[src/rtl/entropy_pool_pkg.sv]
// Shared definitions for the entropy pool: LFSR geometry and taps, the
// word-assembly FSM encoding, the per-lane default seed and the LFSR step.
package entropy_pool_pkg;

  localparam int LFSR_W = 64;

  // Feedback taps of x^64 + x^63 + x^61 + x^60 + 1 (bit indices).
  localparam int TAP_A = 63;
  localparam int TAP_B = 62;
  localparam int TAP_C = 60;
  localparam int TAP_D = 59;

  localparam logic [LFSR_W-1:0] SEED_BASE = 64'hACE1_5EED_0BAD_F00D;

  typedef enum logic [1:0] {
    ST_GATHER = 2'd0,
    ST_CHECK  = 2'd1,
    ST_STALL  = 2'd2
  } pool_state_e;

  // Each lane gets a distinct nonzero default so lanes never run in lockstep.
  function automatic logic [LFSR_W-1:0] default_seed(input int lane);
    return SEED_BASE ^ LFSR_W'(lane);
  endfunction

  function automatic logic [LFSR_W-1:0] lfsr_step(input logic [LFSR_W-1:0] s);
    return {s[LFSR_W-2:0], s[TAP_A] ^ s[TAP_B] ^ s[TAP_C] ^ s[TAP_D]};
  endfunction

endpackage

[src/rtl/entropy_fifo.sv]
// First-word-fall-through FIFO with occupancy count.
//   clk, rst      : clock, asynchronous active-high reset
//   push, din     : write request and data (ignored when full without a pop)
//   pop           : read request (ignored when empty)
//   dout, valid   : head word (zero when empty) and non-empty flag
//   count         : current occupancy, 0..DEPTH
module entropy_fifo #(
  parameter int WIDTH = 256,
  parameter int DEPTH = 4
) (
  input  logic                       clk,
  input  logic                       rst,
  input  logic                       push,
  input  logic [WIDTH-1:0]           din,
  input  logic                       pop,
  output logic [WIDTH-1:0]           dout,
  output logic                       valid,
  output logic [$clog2(DEPTH):0]     count
);

  localparam int AW = $clog2(DEPTH);
  localparam int CW = AW + 1;

  logic [WIDTH-1:0] mem [DEPTH];
  logic [AW-1:0]    wr_ptr;
  logic [AW-1:0]    rd_ptr;
  logic [CW-1:0]    cnt_q;
  logic             do_push;
  logic             do_pop;

  assign do_pop  = pop && (cnt_q != '0);
  assign do_push = push && ((cnt_q != CW'(DEPTH)) || do_pop);

  // DEPTH is a power of two, so the pointers wrap by natural overflow.
  always_ff @(posedge clk or posedge rst) begin
    if (rst) begin
      wr_ptr <= '0;
      rd_ptr <= '0;
      cnt_q  <= '0;
    end else begin
      if (do_push) wr_ptr <= wr_ptr + AW'(1);
      if (do_pop)  rd_ptr <= rd_ptr + AW'(1);
      case ({do_push, do_pop})
        2'b10:   cnt_q <= cnt_q + CW'(1);
        2'b01:   cnt_q <= cnt_q - CW'(1);
        default: cnt_q <= cnt_q;
      endcase
    end
  end

  always_ff @(posedge clk) begin
    if (do_push) mem[wr_ptr] <= din;
  end

  // valid comes from the registered count only, so ready never reaches it.
  assign valid = (cnt_q != '0);
  assign dout  = valid ? mem[rd_ptr] : '0;
  assign count = cnt_q;

endmodule

[src/rtl/entropy_pool.sv]
// Entropy pool: NUM_LANES 64-bit Fibonacci LFSRs feed an assembly register;
// each completed word passes a repetition test and is buffered in a FWFT FIFO.
//   clk, rst        : clock, asynchronous active-high reset
//   en              : generation enable (FIFO pops continue when low)
//   seed_we, seed_i : one-cycle reseed strobe, lane k from seed_i[64k +: 64]
//   data_o, valid_o : head-of-FIFO word and FIFO non-empty
//   ready_i         : consumer accept
//   fill_o          : FIFO occupancy
//   health_fail_o   : sticky repetition-test failure
//   fail_cnt_o      : saturating count of discarded words
//   clr_fail_i      : clears health_fail_o and fail_cnt_o
module entropy_pool
  import entropy_pool_pkg::*;
#(
  parameter int OUTPUT_WIDTH = 256,
  parameter int NUM_LANES    = 4,
  parameter int FIFO_DEPTH   = 4
) (
  input  logic                            clk,
  input  logic                            rst,
  input  logic                            en,
  input  logic                            seed_we,
  input  logic [64*NUM_LANES-1:0]         seed_i,
  output logic [OUTPUT_WIDTH-1:0]         data_o,
  output logic                            valid_o,
  input  logic                            ready_i,
  output logic [$clog2(FIFO_DEPTH):0]     fill_o,
  output logic                            health_fail_o,
  output logic [7:0]                      fail_cnt_o,
  input  logic                            clr_fail_i
);

  localparam int STEPS  = OUTPUT_WIDTH / NUM_LANES;
  localparam int CNT_W  = $clog2(STEPS + 1);
  localparam int FILL_W = $clog2(FIFO_DEPTH) + 1;

  if (OUTPUT_WIDTH % NUM_LANES != 0) begin : g_chk_width
    $error("entropy_pool: OUTPUT_WIDTH must be a multiple of NUM_LANES");
  end
  if (FIFO_DEPTH < 2 || (FIFO_DEPTH & (FIFO_DEPTH - 1)) != 0) begin : g_chk_depth
    $error("entropy_pool: FIFO_DEPTH must be a power of two and at least 2");
  end

  function automatic logic [7:0] sat_inc8(input logic [7:0] v);
    return (v == 8'hFF) ? v : v + 8'd1;
  endfunction

  logic [LFSR_W-1:0]       lfsr_q [NUM_LANES];
  logic [NUM_LANES-1:0]    lane_bits;
  logic [OUTPUT_WIDTH-1:0] asm_q;
  logic [OUTPUT_WIDTH-1:0] asm_next;
  logic [OUTPUT_WIDTH-1:0] hist_q;
  logic                    hist_vld_q;
  logic [CNT_W-1:0]        cnt_q;
  pool_state_e             state_q;
  logic                    health_q;
  logic [7:0]              fail_cnt_q;
  logic [FILL_W-1:0]       fill;
  logic                    pop;
  logic                    can_push;
  logic                    is_repeat;
  logic                    run;
  logic                    gather;
  logic                    push;
  logic                    fail_evt;

  always_comb begin
    lane_bits = '0;
    for (int k = 0; k < NUM_LANES; k++) lane_bits[k] = lfsr_q[k][LFSR_W-1];
  end

  // Oldest slice drifts toward the MSBs; lane 0 lands in the LSB of each slice.
  always_comb begin
    asm_next = asm_q << NUM_LANES;
    asm_next[NUM_LANES-1:0] = lane_bits;
  end

  assign pop       = valid_o && ready_i;
  assign can_push  = (fill < FILL_W'(FIFO_DEPTH)) || pop;
  assign is_repeat = hist_vld_q && (asm_q == hist_q);
  // A reseed outranks everything: the pending word is silently dropped.
  assign run       = en && !seed_we;
  assign gather    = run && (state_q == ST_GATHER);
  assign fail_evt  = run && (state_q == ST_CHECK) && is_repeat;
  assign push      = run && can_push &&
                     (((state_q == ST_CHECK) && !is_repeat) || (state_q == ST_STALL));

  // Lane registers
  always_ff @(posedge clk or posedge rst) begin
    if (rst) begin
      for (int k = 0; k < NUM_LANES; k++) lfsr_q[k] <= default_seed(k);
    end else if (seed_we) begin
      for (int k = 0; k < NUM_LANES; k++)
        lfsr_q[k] <= (seed_i[64*k +: 64] == '0) ? default_seed(k) : seed_i[64*k +: 64];
    end else if (gather) begin
      for (int k = 0; k < NUM_LANES; k++) lfsr_q[k] <= lfsr_step(lfsr_q[k]);
    end
  end

  // Assembly register and history
  always_ff @(posedge clk) begin
    if (seed_we)     asm_q <= '0;
    else if (gather) asm_q <= asm_next;
    if (run && (state_q == ST_CHECK) && !is_repeat) hist_q <= asm_q;
  end

  // Control FSM
  always_ff @(posedge clk or posedge rst) begin
    if (rst) begin
      state_q    <= ST_GATHER;
      cnt_q      <= '0;
      hist_vld_q <= 1'b0;
    end else if (seed_we) begin
      state_q    <= ST_GATHER;
      cnt_q      <= '0;
      hist_vld_q <= 1'b0;
    end else if (en) begin
      case (state_q)
        ST_GATHER: begin
          if (cnt_q == CNT_W'(STEPS - 1)) begin
            cnt_q   <= '0;
            state_q <= ST_CHECK;
          end else begin
            cnt_q <= cnt_q + CNT_W'(1);
          end
        end
        ST_CHECK: begin
          if (is_repeat) begin
            state_q <= ST_GATHER;
          end else begin
            hist_vld_q <= 1'b1;
            state_q    <= can_push ? ST_GATHER : ST_STALL;
          end
        end
        ST_STALL: if (can_push) state_q <= ST_GATHER;
        default:  state_q <= ST_GATHER;
      endcase
    end
  end

  // Health flags: a failure in the same cycle as a clear wins, counting from 1.
  always_ff @(posedge clk or posedge rst) begin
    if (rst) begin
      health_q   <= 1'b0;
      fail_cnt_q <= '0;
    end else if (fail_evt) begin
      health_q   <= 1'b1;
      fail_cnt_q <= clr_fail_i ? 8'd1 : sat_inc8(fail_cnt_q);
    end else if (clr_fail_i) begin
      health_q   <= 1'b0;
      fail_cnt_q <= '0;
    end
  end

  entropy_fifo #(
    .WIDTH (OUTPUT_WIDTH),
    .DEPTH (FIFO_DEPTH)
  ) u_fifo (
    .clk   (clk),
    .rst   (rst),
    .push  (push),
    .din   (asm_q),
    .pop   (pop),
    .dout  (data_o),
    .valid (valid_o),
    .count (fill)
  );

  assign fill_o        = fill;
  assign health_fail_o = health_q;
  assign fail_cnt_o    = fail_cnt_q;

endmodule

[config.mk]
export PLATFORM = sky130hd
export DESIGN_NAME = entropy_pool
export DESIGN_NICKNAME = d
export VERILOG_FILES = /design/src/rtl/entropy_pool_pkg.sv /design/src/rtl/entropy_fifo.sv /design/src/rtl/entropy_pool.sv
export SDC_FILE = /design/constraint.sdc
export NUM_CORES = 2
export LEC_CHECK = 0
export ABC_AREA = 0
export CAP_MARGIN = 10
export CELL_PAD_IN_SITES_DETAIL_PLACEMENT = 0
export CELL_PAD_IN_SITES_GLOBAL_PLACEMENT = 1
export CORE_UTILIZATION = 50
export DETAILED_ROUTE_END_ITERATION = 8
export GPL_TIMING_DRIVEN = 0
export PLACE_DENSITY = 0.93
export SLEW_MARGIN = 20
export SYNTH_ARGS = -nofsm -noshare
export SYNTH_HDL_FRONTEND = slang
export SYNTH_SLANG_ARGS = --single-unit
[constraint.sdc]
create_clock -name clk -period 20.5 [get_ports clk]
set_clock_uncertainty 0.05 [all_clocks]
set_input_delay 4.1 -clock clk [delete_from_list [all_inputs] [get_ports clk]]
set_output_delay 4.1 -clock clk [all_outputs]
set_load 0.02 [all_outputs]
==> results by group <==
Critical path
  – FF-to-FF setup slack: 14.87 ns
  – Critical Path Source: u_fifo.rd_ptr[0]$_DFFE_PP0P_
  – Worst reg2reg path startpoint: asm_q[46]$_SDFFE_PP0P_
  – Capturing element type of the critical path: primary output
  – Startpoint kind of the worst setup timing path: register
  – Worst endpoint required time: 16.35 ns
  – Data arrival, critical path: roughly 4.6 ns
  – Startpoint-to-endpoint class of the critical path: register to primary output
  – Worst-path fanout max: 10

Synthesis
  – Number of synthesized flops with an enable pin: approximately 1300
  – Most used DFF post-synth: sky130_fd_sc_hd__edfxtp_1
  – Post-synth top area share: 0.534
  – Number of storage elements in the synthesis netlist: about 1800
  – Largest cells by area after synthesis: sky130_fd_sc_hd__edfxtp_1 (53%), sky130_fd_sc_hd__mux4_2 (8.0%), sky130_fd_sc_hd__dfxtp_1 (7.1%)
  – Number of warnings reported in the yosys synthesis log: 0
  – Syn nets: around 5300
  – Avg Cell Area, Syn: around 14 sq um
  – Portion of the post-synthesis area used by sequential elements: 0.706
  – Number of distinct library cells after synthesis: 57
  – Netlist area before placement: 71900 sq um
  – Synthesized instance count: between 5000 and 6000
  – Async set-reset flop share out of synthesis: 0.155
  – Library cell with the largest summed area after synthesis: sky130_fd_sc_hd__edfxtp_1

Global routing
  – Via count of the first global-routing pass: roughly 46000
  – GR met1 Demand/Resource: 0.375
  – Antenna violations before repair: 7
  – Gr ovfl total: 0
  – Largest net degree at the start of global routing: 84
  – Global-route wire length before repair: a little over 300 mm
  – Overall Global Routing Usage: 0.293
  – Met3 Resource Use GR: 0.0609
  – Busiest layer in global routing: met2
  – Met2 demand-to-capacity share in global routing: 0.481

Pwr
  – Switching pwr: between 2 and 3 mW
  – Portion of total power attributed to sequential cells: 0.432
  – Worst ir drop on vdd: about 0.095 mV
  – Relative contribution of combinational cells to total power: 0.209
  – Power density over the cells: between 100 and 150 nW/um^2
  – Sw Share: 0.282
  – Internal power of the cells: 6.67 mW
  – Clock power frac: 0.359
  – Total Power Consumption: a little over 9 mW
  – Leak pwr: between 20 and 30 nW

Routing
  – Drt drc: 0
  – Number of routed nets with antenna violations: 0
  – Vias: around 47000
  – Average wire length per cell after detail routing: 27.1 microns
  – Violation count after the first detailed-routing iteration: between 5000 and 6000
  – Average via count per standard cell: roughly 6
  – First-pass detailed-route iteration total: 6
  – Total routed wirelength: between 200 and 250 mm

STA
  – Slew headroom: 0.206
  – Unrepaired setup endpoints after global routing: false
  – Share of the cycle needed by the critical path after routing: 0.426
  – Transition time at the pin with the least slew margin: 1.19 ns
  – Setup Viol. Count Final: 0
  – Final period demand of the worst path: between 8 and 9 ns
  – Total count of hold-check failures in the final report: 0
  – Number of pins exceeding their max-slew limit in the final report: 0
  – Achievable frequency: around 110 MHz

Hold path
  – Min-Delay Startpoint: lfsr_q[43]$_DFFE_PP1P_
  – Kind of path behind the tightest hold check: register to register

Layout
  – Share of cells above drive strength 1: 0.127
  – Most common library cell in the layout ignoring fill and taps: sky130_fd_sc_hd__edfxtp_1
  – Most frequent cells in the layout: sky130_fd_sc_hd__edfxtp_1 (1280), sky130_fd_sc_hd__nand2_1 (830), sky130_fd_sc_hd__clkdlybuf4s50_1 (528)
  – Multi-input gate area in the final layout: between 15000 and 20000 sq um
  – Final Util: 0.615
  – Sequential cell area: approximately 51000 sq um
  – Final net count: around 6000
  – Area growth from synthesis to layout: 21.4%
  – Number of fill cells in the layout: roughly 10000

Clock tree
  – Clock latency reported for the late side of the worst-skew pair: roughly 0.86 ns
  – Clk sinks: between 1500 and 2000
  – Number of H-tree branching levels: 4
  – Worst-path clk slew: roughly 0.060 ns
  – Number of clock buffers inserted by TritonCTS: between 150 and 200
  – Number of buffers added for setup after CTS: 0
  – Root Buffer Master: sky130_fd_sc_hd__clkbuf_16
  – Number of buffers added to fix hold violations after cts: 0
  – TritonCTS clock tree: done
  – Max Root-Sink Buffers: 3
  – Resized Gates After CTS: 0

Floorplan
  – Area enclosed by the die boundary: 145000 sq um
  – Floorplan core area: between 100000 and 150000 sq um
  – Num rows: around 140
  – Width of the die: between 300 and 400 microns
  – I/O pin total: roughly 530
  – Starting Density: 0.506
  – Die span in y: 381 microns

Status
  – Status: finished, final reports clean

Placement
  – Count of input and output buffers: 528
  – Routability congestion estimate from global placement: 0.990
  – DP Wirelength: about 150 mm

Job
  – Number of maximum-capacitance constraint violations: 0
-- per-layer routing --
metal  share of wire  vias up
met5         0.00012        -
met2            0.49     2618
met3           0.088      436
met4           0.051        4
li1                -    20200
met1            0.37    23600
-- stage by stage --
step	setup TNS (ns)	cells	worst slack (ns)	cell area (sq um)	hold slack (ns)
floorplan	0	5066	3.59	71900	0.403
global placement	-5247.14	7484	-4.47	79600	0.414
detailed placement	0	7552	12.59	81300	0.421
CTS	0	7891	11.67	87400	0.429
global route	0	7892	11.52	87400	0.433
finish	0	7893	11.76	87400	0.427
-- synth_stat cells (3+ instances only) --
| cell type | n |
|---|---|
| sky130_fd_sc_hd__nand2_1 | 830 |
| sky130_fd_sc_hd__inv_1 | 78 |
| sky130_fd_sc_hd__ha_1 | 7 |
| sky130_fd_sc_hd__a2111o_1 | 27 |
| sky130_fd_sc_hd__a2111oi_0 | 6 |
| sky130_fd_sc_hd__o31ai_1 | 6 |
| sky130_fd_sc_hd__a31oi_1 | 67 |
| sky130_fd_sc_hd__o221ai_1 | 6 |
| sky130_fd_sc_hd__mux2i_1 | 63 |
| sky130_fd_sc_hd__o2111ai_1 | 15 |
| sky130_fd_sc_hd__dfstp_2 | 136 |
| sky130_fd_sc_hd__and3_1 | 3 |
| sky130_fd_sc_hd__a21oi_1 | 397 |
| sky130_fd_sc_hd__clkbuf_1 | 232 |
| sky130_fd_sc_hd__nor2_1 | 252 |
| sky130_fd_sc_hd__xor2_1 | 27 |
| sky130_fd_sc_hd__a22oi_1 | 4 |
| sky130_fd_sc_hd__or4_1 | 6 |
| sky130_fd_sc_hd__mux4_2 | 256 |
| sky130_fd_sc_hd__nand4_1 | 51 |
| sky130_fd_sc_hd__dfxtp_1 | 256 |
| sky130_fd_sc_hd__xnor2_1 | 125 |
| sky130_fd_sc_hd__o21ai_0 | 179 |
| sky130_fd_sc_hd__nor2b_1 | 103 |
| sky130_fd_sc_hd__nand2b_1 | 52 |
| sky130_fd_sc_hd__nand3_1 | 9 |
| sky130_fd_sc_hd__or3_1 | 3 |
| sky130_fd_sc_hd__o22ai_1 | 16 |
| sky130_fd_sc_hd__edfxtp_1 | 1280 |
| sky130_fd_sc_hd__nor4_1 | 93 |
| sky130_fd_sc_hd__and2_1 | 257 |
| sky130_fd_sc_hd__buf_1 | 49 |
| sky130_fd_sc_hd__dfrtp_1 | 146 |
-- logic make-up after synthesis --
logic type | share of synthesized area
compound gates | 0.0581
simple gates | 0.108
mux | 0.0889
flops | 0.706
fa+ha+maj | 0.00150
buf+inv | 0.0189
xor+xnor | 0.0185
-- critical path, cell delays in order (launching register included) --
cell and delay [ns]:
sky130_fd_sc_hd__dfrtp_1 0.33, sky130_fd_sc_hd__clkbuf_1 0.40, sky130_fd_sc_hd__buf_1 0.75, sky130_fd_sc_hd__buf_1 0.78, sky130_fd_sc_hd__mux4_2 0.60, sky130_fd_sc_hd__and2_1 0.29
sky130_fd_sc_hd__clkdlybuf4s50_1 0.59
-- power by group through the flow --
stage               clock, mW  combinational (mW)  sequential (mW)
finish                   3.34                1.94             4.01
global placement            0                1.93             4.09
detailed placement          0                1.96             4.09
floorplan                   0                1.07             4.08
CTS                      3.35                1.97             4.01
global route             3.50                2.06             4.02
-- state kept, by name (all words and copies together) (netlist names) --
register       cells
u_fifo.wr_ptr      2
lfsr_q           252
u_fifo.rd_ptr      2
u_fifo.count       3
asm_next           4
hist_vld_q         1
hist_q           256
asm_q            256
health_fail_o      1
fail_cnt_o         8
cnt_q              7
state_q            2
u_fifo.mem      1024
-- worst paths after layout --
path	end	cells after the start
hold reg to reg	lfsr_q[43]$_DFFE_PP1P_	2
max in group asynchronous	lfsr_q[213]$_DFFE_PP1P_	4
hold / removal	lfsr_q[43]$_DFFE_PP1P_	2
min in group asynchronous	lfsr_q[31]$_DFFE_PP0P_	2
setup reg to reg	u_fifo.mem[0][126]$_DFFE_PP_	13
setup / recovery	data_o[225]	6
-- cell type report --
cell class              instances  share of cell area
flip-flops and latches       1818               0.581
multi-input cells            2887               0.227
repair buffers                596              0.0792
clock buffers                 268              0.0600
well taps                    1890              0.0271
plain buffers                 282              0.0123
clock inverters                71             0.00941
inverters                      79             0.00348
diodes                          2           0.0000573
Power figures use the tool's default switching activity.
